`src/rtl/lcd_vbuf_sched_if.sv`:
```
// lcd_vbuf_sched_if: bundles the PPU pixel side, the frame-buffer RAM write port,
// the video-out side and the observability signals of lcd_vbuf_sched.
//   master : PPU/video/bench side (drives lcd_on, mode, pix_wr, rd_frame_st)
//   slave  : scheduler side (drives wr_en, wr_addr, rd_bank, rd_valid, counters, dbg_*)
// Signals:
//   lcd_on, mode[1:0], pix_wr      PPU status and pixel strobe
//   wr_en, wr_addr[PTR_W+1:0]      RAM write port, {bank, pixel pointer}
//   rd_frame_st                    1-cycle pulse, video side starts a frame
//   rd_bank[1:0], rd_valid         bank shown this output frame, ever-handed-over flag
//   drop_cnt, short_cnt            saturating event counters
//   dbg_wbank/rbank/sbank/ptr/pend internal scheduler state, read-only
interface lcd_vbuf_sched_if #(
  parameter int PTR_W = 15
);
  logic             lcd_on;
  logic [1:0]       mode;
  logic             pix_wr;
  logic             wr_en;
  logic [PTR_W+1:0] wr_addr;
  logic             rd_frame_st;
  logic [1:0]       rd_bank;
  logic             rd_valid;
  logic [7:0]       drop_cnt;
  logic [7:0]       short_cnt;
  logic [1:0]       dbg_wbank;
  logic [1:0]       dbg_rbank;
  logic [1:0]       dbg_sbank;
  logic [PTR_W-1:0] dbg_ptr;
  logic             dbg_pend;

  modport master (
    output lcd_on, mode, pix_wr, rd_frame_st,
    input  wr_en, wr_addr, rd_bank, rd_valid, drop_cnt, short_cnt,
    input  dbg_wbank, dbg_rbank, dbg_sbank, dbg_ptr, dbg_pend
  );

  modport slave (
    input  lcd_on, mode, pix_wr, rd_frame_st,
    output wr_en, wr_addr, rd_bank, rd_valid, drop_cnt, short_cnt,
    output dbg_wbank, dbg_rbank, dbg_sbank, dbg_ptr, dbg_pend
  );
endinterface

```
`src/rtl/lcd_vbuf_sched.sv`:
```
// lcd_vbuf_sched: triple-buffer bank scheduler for the LCD frame store.
// The PPU writes into wbank, the video side reads rbank, and sbank holds the newest
// complete frame (pend=1 while it has not been shown). A frame ends on the rising
// edge of "LCD off or vblank"; a full frame swaps wbank<->sbank, a partial one is
// discarded. At each output frame start a pending frame is swapped into rbank, so
// the video side never sees a torn or partial frame.
// Ports:
//   clk_sys  system clock, rising edge
//   reset    synchronous, active-high
//   bus      lcd_vbuf_sched_if.slave (pixel strobe, RAM write port, read side,
//            counters, debug state)
// Handshake: pix_wr is a strobe with no back-pressure; a pixel is accepted exactly
// in the cycle wr_en is high, and wr_addr is valid only in that cycle. rd_frame_st
// is a one-cycle request; rd_bank/rd_valid answer it on the following cycle.
module lcd_vbuf_sched #(
  parameter int NUM_PIX = 23040,
  parameter int PTR_W   = 15
) (
  input  logic              clk_sys,
  input  logic              reset,
  lcd_vbuf_sched_if.slave   bus
);

  localparam logic [PTR_W-1:0] FULL_PTR = PTR_W'(NUM_PIX);

  logic [1:0]       wbank, rbank, sbank;
  logic [PTR_W-1:0] ptr;
  logic             pend;
  logic             lcd_off_q, old_off;
  logic             rd_valid_q;
  logic [7:0]       drop_cnt_q, short_cnt_q;

  logic eof, full, commit, short_eof;

  assign eof       = lcd_off_q & ~old_off;
  assign full      = (ptr == FULL_PTR);
  assign commit    = eof & full;
  assign short_eof = eof & ~full;

  // Write port is purely combinational: the pixel lands in the cycle it is strobed.
  assign bus.wr_en   = bus.pix_wr & ~lcd_off_q & (ptr < FULL_PTR);
  assign bus.wr_addr = {wbank, ptr};

  always_ff @(posedge clk_sys) begin
    if (reset) begin
      wbank       <= 2'd0;
      rbank       <= 2'd1;
      sbank       <= 2'd2;
      ptr         <= '0;
      pend        <= 1'b0;
      lcd_off_q   <= 1'b1;
      old_off     <= 1'b1;
      rd_valid_q  <= 1'b0;
      drop_cnt_q  <= 8'd0;
      short_cnt_q <= 8'd0;
    end else begin
      lcd_off_q <= ~bus.lcd_on | (bus.mode == 2'b01);
      old_off   <= lcd_off_q;

      if (eof)
        ptr <= '0;
      else if (bus.wr_en)
        ptr <= ptr + PTR_W'(1);

      // Commit together with a read start collapses the two swaps into one
      // rotation: the just-finished frame goes straight to the reader.
      if (commit && bus.rd_frame_st) begin
        rbank      <= wbank;
        wbank      <= sbank;
        sbank      <= rbank;
        pend       <= 1'b0;
        rd_valid_q <= 1'b1;
      end else if (commit) begin
        wbank <= sbank;
        sbank <= wbank;
        pend  <= 1'b1;
      end else if (bus.rd_frame_st && pend) begin
        rbank      <= sbank;
        sbank      <= rbank;
        pend       <= 1'b0;
        rd_valid_q <= 1'b1;
      end

      // A commit over an unread frame loses that frame.
      if (commit && pend && (drop_cnt_q != 8'hFF))
        drop_cnt_q <= drop_cnt_q + 8'd1;

      if (short_eof && (short_cnt_q != 8'hFF))
        short_cnt_q <= short_cnt_q + 8'd1;
    end
  end

  assign bus.rd_bank   = rbank;
  assign bus.rd_valid  = rd_valid_q;
  assign bus.drop_cnt  = drop_cnt_q;
  assign bus.short_cnt = short_cnt_q;

  assign bus.dbg_wbank = wbank;
  assign bus.dbg_rbank = rbank;
  assign bus.dbg_sbank = sbank;
  assign bus.dbg_ptr   = ptr;
  assign bus.dbg_pend  = pend;

endmodule
```
`src/flat_wrapper.sv`:
```
// flat-port wrapper written by rule: the top's interface ports become plain ports
module lcd_vbuf_sched_flat 
#(
  parameter int NUM_PIX = 23040,
  parameter int PTR_W   = 15
)
  (clk_sys, reset, bus_lcd_on, bus_mode, bus_pix_wr, bus_rd_frame_st, bus_wr_en, bus_wr_addr, bus_rd_bank, bus_rd_valid, bus_drop_cnt, bus_short_cnt, bus_dbg_wbank, bus_dbg_rbank, bus_dbg_sbank, bus_dbg_ptr, bus_dbg_pend);
  lcd_vbuf_sched_if #(.PTR_W(PTR_W)) bus_i ();
  input  logic clk_sys;
  input  logic reset;
  input wire logic [$bits(bus_i.lcd_on)-1:0] bus_lcd_on;
  input wire logic [$bits(bus_i.mode)-1:0] bus_mode;
  input wire logic [$bits(bus_i.pix_wr)-1:0] bus_pix_wr;
  input wire logic [$bits(bus_i.rd_frame_st)-1:0] bus_rd_frame_st;
  output wire logic [$bits(bus_i.wr_en)-1:0] bus_wr_en;
  output wire logic [$bits(bus_i.wr_addr)-1:0] bus_wr_addr;
  output wire logic [$bits(bus_i.rd_bank)-1:0] bus_rd_bank;
  output wire logic [$bits(bus_i.rd_valid)-1:0] bus_rd_valid;
  output wire logic [$bits(bus_i.drop_cnt)-1:0] bus_drop_cnt;
  output wire logic [$bits(bus_i.short_cnt)-1:0] bus_short_cnt;
  output wire logic [$bits(bus_i.dbg_wbank)-1:0] bus_dbg_wbank;
  output wire logic [$bits(bus_i.dbg_rbank)-1:0] bus_dbg_rbank;
  output wire logic [$bits(bus_i.dbg_sbank)-1:0] bus_dbg_sbank;
  output wire logic [$bits(bus_i.dbg_ptr)-1:0] bus_dbg_ptr;
  output wire logic [$bits(bus_i.dbg_pend)-1:0] bus_dbg_pend;
  assign bus_i.lcd_on = bus_lcd_on;
  assign bus_i.mode = bus_mode;
  assign bus_i.pix_wr = bus_pix_wr;
  assign bus_i.rd_frame_st = bus_rd_frame_st;
  assign bus_wr_en = bus_i.wr_en;
  assign bus_wr_addr = bus_i.wr_addr;
  assign bus_rd_bank = bus_i.rd_bank;
  assign bus_rd_valid = bus_i.rd_valid;
  assign bus_drop_cnt = bus_i.drop_cnt;
  assign bus_short_cnt = bus_i.short_cnt;
  assign bus_dbg_wbank = bus_i.dbg_wbank;
  assign bus_dbg_rbank = bus_i.dbg_rbank;
  assign bus_dbg_sbank = bus_i.dbg_sbank;
  assign bus_dbg_ptr = bus_i.dbg_ptr;
  assign bus_dbg_pend = bus_i.dbg_pend;
  lcd_vbuf_sched #(.NUM_PIX(NUM_PIX), .PTR_W(PTR_W)) u_core (.clk_sys(clk_sys), .reset(reset), .bus(bus_i));
endmodule
```
`config.mk`:
```
export PLATFORM = sky130hd
export DESIGN_NAME = lcd_vbuf_sched_flat
export DESIGN_NICKNAME = d
export VERILOG_FILES = /design/src/rtl/lcd_vbuf_sched_if.sv /design/src/rtl/lcd_vbuf_sched.sv /design/src/flat_wrapper.sv
export SDC_FILE = /design/constraint.sdc
export NUM_CORES = 1
export LEC_CHECK = 0
export ABC_AREA = 1
export BUFFER_PORTS_ARGS = -buffer_cell sky130_fd_sc_hd__buf_2
export CAP_MARGIN = 0
export CORE_MARGIN = 3
export CORE_UTILIZATION = 35
export DETAILED_ROUTE_END_ITERATION = 8
export GPL_ROUTABILITY_DRIVEN = 0
export PLACE_DENSITY = 0.6
export SYNTH_ARGS = -nofsm -noshare
export SYNTH_HDL_FRONTEND = slang
export SYNTH_SLANG_ARGS = --single-unit
```
`constraint.sdc`:
```
create_clock -name clk_sys -period 4.1 [get_ports clk_sys]
set_clock_uncertainty 0.1 [all_clocks]
set_input_delay 0.82 -clock clk_sys [delete_from_list [all_inputs] [get_ports clk_sys]]
set_output_delay 0.82 -clock clk_sys [all_outputs]
set_load 0.01 [all_outputs]
```
==> flow_metrics.py, run 1 <==
metrics = {
    "status": {
        "outcome": "finished, final reports clean",
    },
    "critical_path": {
        "path_class": "in -> out",
        "startpoint_type": "primary input",
        "critPathLaunch": "bus_pix_wr",
        "worstPathArrival_ns": 1.92,
        "cp_max_fo": 16,
        "r2r_start": "u_core.bus.dbg_ptr[0]",
        "critical_path.endpoint_type": "primary output",
        "required_ns": 3.18,
    },
    "synth": {
        "netlist_area_um2": 2420,
        "synth-simple-area-share_pct": 33.5,
        "synth_compound_area_share_pct": 11.5,
        "synthCells": 337,
        "synth.largest_area_cell": "dfxtp_1",
        "synth_fa_ha_area_share_pct": 2.07,
        "yosys_register_bits": 41,
        "synth_top_cell_area_share_pct": 33.9,
        "synth-edff-count": 0,
        "async_flop_share_pct": 0,
        "syn_nets": 348,
        "ys_seq_area_share_pct": 33.9,
        "synth_top_family_by_area": "simple AND/OR/NAND/NOR gates",
        "ys_top_cells_by_area": "dfxtp_1, nand2_1, buf_4, nand3_1, a21oi_1",
        "avgSynthCellArea_um2": 7.18,
        "synthFlopType": "dfxtp_1",
        "synthDistinctLibCells": 32,
        "synthXorXnorAreaFrac_pct": 6.51,
        "ys_warn_count": 0,
        "muxShareOfSynthArea_pct": 0,
    },
    "finish": {
        "instances_no_fill": 462,
        "final_util_pct": 42.5,
        "final_layout_size_suffix_gt1_share_pct": 24.2,
        "fin_nets": 395,
        "area_delta_synth_final_pct": 14.8,
        "antenna_cells": 0,
        "fillers": 710,
        "fin_area_um2": 2780,
    },
    "clocking": {
        "clk_latency_ns": 0.30,
        "cts_setup_buffers": 0,
        "cts_tree": "built",
        "hold_buffers": 0,
        "htree_num_levels": 2,
        "cts_root_buffer": "clkbuf_8",
        "cts_sinks": 41,
        "cts-buffers-inserted": 5,
        "cts_resized": 0,
        "cts_buffer_depth": 2,
        "cts.reportedPaths.clkPinSlew_ns": 0.08,
    },
    "detailed_routing": {
        "met3_length_um": 254,
        "detail_route.vias_per_cell": 4.83,
        "wl_met1_um": 2860,
        "dr.max_layer_used": "met4",
        "drt_iter0_drc": 59,
        "wl_met2_um": 2520,
        "num_vias": 2233,
        "drc": 0,
        "dr.pass1.iters": 4,
        "antenna_left": 0,
        "drt_wl_total_um": 5710,
        "routedWlPerCell_um": 12.4,
    },
    "power_and_ir_drop": {
        "combPwrFrac_pct": 4.3,
        "power_density_nw_per_um2": 281,
        "intPower_uw": 608,
        "switching_share_pct": 22.0,
        "leakagePower_uw": 0.00120,
        "switchingPower_uw": 172,
        "p_clk_share_pct": 44.1,
        "irDropWorstVdd_v": 0.000116,
        "seqPwrFrac_pct": 51.6,
    },
    "timing": {
        "hold_viol": 0,
        "tns_ns": 0,
        "slew_headroom_pct": 63.8,
        "period_share_pct": 69.2,
        "rsz0062_at_grt": "no",
        "tightest_slew_ns": 0.543,
        "setup-violations-final": 0,
        "maxSlewViolCount": 0,
        "finalCriticalPeriod_ns": 2.84,
        "timing.fmax_mhz": 352,
    },
    "grt": {
        "grt_pass1_wl_um": 9520,
        "grtUsageTotal_pct": 15.0,
        "antenna_found_initial": 0,
        "grt_start_max_net_pins": 18,
        "grt_pass1_vias": 2021,
        "grt-ovfl-total": 0,
    },
    "flow_run": {
        "maxCapViolCount": 0,
    },
    "hold_path": {
        "hp-start": "u_core.bus.rd_valid",
        "hp-class": "reg -> reg",
    },
    "die": {
        "die_area_um2": 7950,
        "core-area_um2": 6530,
        "die_x_um": 89.2,
        "die_y_um": 89.2,
        "initial_utilization_pct": 37.0,
        "ioPinCount": 66,
        "rows": 29,
    },
    "place": {
        "portBuffers": 65,
        "hpwl_um": 4300,
        "dp_cells": 454,
        "dpl_cell_area_um2": 2660,
    },
}
==> stage by stage <==
stage / setup slack [ns] / total power (uW) / hold slack, ns
3_3_place_gp: 1.30 / 445 / 0.360
3_5_place_dp: 1.24 / 445 / 0.363
2_1_floorplan: 1.80 / 435 / 0.334
6_report: 1.26 / 780 / 0.376
5_1_grt: 1.12 / 810 / 0.436
4_1_cts: 1.25 / 790 / 0.383
==> placed cells by master (no fill, tap or decap), types with 2 or more instances in the layout <==
master / instances
nand2_1: 75
buf_2: 65
dfxtp_1: 41
nor2_1: 34
inv_1: 31
nand3_1: 30
a21oi_1: 27
xor2_1: 15
nor3_1: 11
o21ai_0: 7
clkbuf_8: 6
o21ai_1: 4
ha_1: 4
xnor2_1: 3
a21oi_2: 3
nand3_4: 2
nand2_2: 2
nor2_4: 2
nor2_2: 2
nand2_4: 2
nor2_8: 2
inv_2: 2
nand3_2: 2
a211oi_1: 2
nand4_1: 2
o211ai_1: 2
==> power groups by stage <==
stage	Sequential, uW	Clock [uW]	Combinational (uW)
global placement	412	0	33.5
global route	403	370	37.5
CTS	402	354	34.0
detailed placement	412	0	33.8
floorplan	412	0	23.3
finish	402	344	33.5
==> cells in the mapped netlist (all sizes together), types with 2 or more instances <==
| cell type | n |
|---|---|
| inv | 33 |
| nor3 | 12 |
| xor2 | 15 |
| xnor2 | 3 |
| dfxtp | 41 |
| nand4 | 2 |
| nand3 | 34 |
| nor2 | 40 |
| clkbuf | 3 |
| o211ai | 2 |
| a21oi | 31 |
| o21ai | 11 |
| a211oi | 2 |
| nand2 | 79 |
| ha | 4 |
| buf | 22 |
==> path summary, 6_finish.rpt <==
| path | to | slack (ns) | depth (start not counted) |
|---|---|---|---|
| worst max-delay path | bus_wr_en | 1.26 | 6 |
| worst min-delay path | u_core.bus.rd_valid | 0.38 | 2 |
| worst max register to register | u_core.bus.drop_cnt[2] | 2.06 | 9 |
| worst min register to register | u_core.bus.rd_valid | 0.38 | 2 |
==> layer usage <==
layer / vias to the layer above / global-route usage [%]
met3: 6 / 2.76
li1: 1169 / -
met1: 1008 / 21.2
met5: - / 0
met2: 50 / 23.4
met4: 0 / 3.65
==> worst max-delay path: stages <==
cell     delay [ns]
buf_2          0.07
nand2_1        0.04
a21oi_1        0.15
nand2_2        0.22
inv_1          0.39
buf_2          0.22
==> flip-flops by register name (all words and copies together) (netlist names) <==
register	flops
u_core.bus.dbg_sbank	2
u_core.bus.dbg_ptr	15
u_core.bus.dbg_pend	1
u_core.lcd_off_q	1
u_core.bus.drop_cnt	8
u_core.bus.short_cnt	8
u_core.bus.rd_valid	1
u_core.bus.dbg_rbank	2
u_core.bus.dbg_wbank	2
u_core.old_off	1
==> layout make-up <==
type	instances	area, um2	share of cell area, %
Inverter	33	124	4.46
Sequential cell	41	821	29.5
Clock buffer	7	86.3	3.11
Timing Repair Buffer	65	325	11.7
Tap cell	77	96.3	3.47
Multi-Input combinational cell	238	1290	46.6
Clock inverter	1	30.0	1.08
==> logic make-up (layout without fill, tap and decap cells) <==
group                      Yosys count  in the layout
and+or+nand+nor                    168            168
buffers and inverters               58            106
AOI/OAI and AO/OA                   48             48
DFF                                 41             41
xor gates and xnor gates            18             18
adders and majority gates            4              4
(Power assumes the default switching activity.)
==> run 2: changes to the inputs <==
Clock period 4.1 ns to 2.7 ns, I/O delays scaled along.
==> flow_metrics.py, run 2 (synthesis gave the netlist of run 1 again) <==
metrics = {
    "timing": {
        "holdWs_ns": 0.356,
        "period_share_pct": 84.1,
        "hold_viol": 0,
        "setup-violations-final": 0,
        "tightest_slew_ns": 0.512,
        "finalCriticalPeriod_ns": 2.27,
        "slew_headroom_pct": 65.8,
        "maxSlewViolCount": 0,
        "setup_ws_ns": 0.429,
        "timing.fmax_mhz": 440,
        "rsz0062_at_grt": "no",
        "tns_ns": 0,
    },
    "clocking": {
        "cts_buffer_depth": 2,
        "clk_latency_ns": 0.29,
        "cts-buffers-inserted": 5,
        "cts_root_buffer": "clkbuf_8",
        "cts_sinks": 41,
        "hold_buffers": 0,
        "cts.reportedPaths.clkPinSlew_ns": 0.08,
        "cts_tree": "built",
        "htree_num_levels": 2,
        "cts_setup_buffers": 0,
        "cts_resized": 0,
    },
    "critical_path": {
        "cp_max_fo": 16,
        "worstPathArrival_ns": 1.63,
        "r2r_start": "u_core.bus.dbg_ptr[0]",
        "r2r_setup_slack_ns": 0.72,
        "rr_endpoint": "u_core.bus.drop_cnt[6]",
        "r2r_cells": 9,
        "critical_path.endpoint_type": "primary output",
        "startpoint_type": "flip-flop",
        "crit_slowest_cell": "dfxtp_1",
        "path_class": "reg -> out",
        "required_ns": 2.06,
        "critical_path.cell_chain": "nand3_4, a21o_1, nand2_2, inv_1, buf_2",
        "slowest_delay_ns": 0.49,
    },
    "status": {
        "outcome": "finished, final reports clean",
    },
    "hold_path": {
        "hp-start": "bus_lcd_on",
        "holdPathEnd": "u_core.lcd_off_q",
        "hold_depth": 2,
        "hp-class": "in -> reg",
    },
    "grt": {
        "antenna_found_initial": 0,
        "grt_start_max_net_pins": 17,
        "grt_pass1_vias": 2019,
        "grt-ovfl-total": 0,
        "grt_pass1_wl_um": 9320,
        "grtUsageTotal_pct": 14.8,
    },
    "place": {
        "pre_cts_ws_ns": 0.708,
        "portBuffers": 65,
        "hpwl_um": 4270,
    },
    "detailed_routing": {
        "detail_route.vias_per_cell": 4.77,
        "routedWlPerCell_um": 12.1,
        "drt_wl_total_um": 5620,
        "num_vias": 2213,
        "antenna_left": 0,
        "drt_iter0_drc": 51,
        "drc": 0,
        "dr.pass1.iters": 4,
    },
    "power_and_ir_drop": {
        "power_density_nw_per_um2": 420,
        "irDropWorstVdd_v": 0.000186,
        "leakagePower_uw": 0.00121,
    },
    "die": {
        "die_area_um2": 7950,
        "die_x_um": 89.2,
        "initial_utilization_pct": 37.0,
        "ioPinCount": 66,
        "core-area_um2": 6530,
        "rows": 29,
        "die_y_um": 89.2,
    },
    "finish": {
        "final_layout_size_suffix_gt1_share_pct": 24.5,
        "largest_register_ffs": 15,
        "area_delta_synth_final_pct": 15.4,
        "mostFrequentLayoutCells": "nand2_1, buf_2, dfxtp_1, nor2_1, inv_1",
        "antenna_cells": 0,
        "final_common_cell": "nand2_1",
        "fin_nets": 397,
    },
    "flow_run": {
        "maxCapViolCount": 0,
    },
}
-- run 2: worst max path at each step --
stage                                      start                     end  slack [ns]
after global placement    u_core.bus.dbg_ptr[13]               bus_wr_en        0.77
after global routing      u_core.bus.dbg_ptr[10]               bus_wr_en        0.25
final                     u_core.bus.dbg_ptr[14]               bus_wr_en        0.43
after CTS                 u_core.bus.dbg_ptr[14]               bus_wr_en        0.42
after detailed placement   u_core.bus.dbg_ptr[0]  u_core.bus.drop_cnt[6]        0.71
after floorplan           u_core.bus.dbg_ptr[14]               bus_wr_en        0.90
-- run 2: report_power, final --
group | internal, uW | switching (uW)
logic | 15.9 | 36.4
registers | 607 | 3.01
clock network | 302 | 210
-- run 2: worst max-delay path: cells and delay by family (launching register included) --
kind                   cells  cell delay (ns)
flip-flops                 1             0.49
AND/OR/NAND/NOR            2             0.41
buffers and inverters      2             0.24
AO/OA/AOI/OAI              1             0.20
-- run 2: metrics by stage --
step / total power [uW] / std cells / utilization (%) / instance area [um2]
floorplan: 661 / 337 / - / 2420
finish: 1170 / 464 / 42.8 / 2790
global route: 1220 / 464 / 42.8 / 2790
detailed placement: 678 / 456 / 41.0 / 2680
global placement: 678 / 456 / 41.0 / 2680
CTS: 1200 / 464 / 42.8 / 2790
-- run 2: final cells by class --
type	count	area [um2]
fill	709	3740
multi-input combinational	238	1290
sequential	41	821
timing repair buffer	67	340
inverter	33	124
tap	77	96.3
clock buffer	7	86.3
clock inverter	1	30.0
-- run 2: routing by layer --
metal | GRT usage (%) | up-vias | share of wire [%]
met1 | 20.1 | 990 | 49
met4 | 3.79 | 0 | 1.2
met2 | 23.8 | 43 | 46
met5 | 0 | - | 0
li1 | - | 1174 | -
met3 | 3.13 | 6 | 3.8
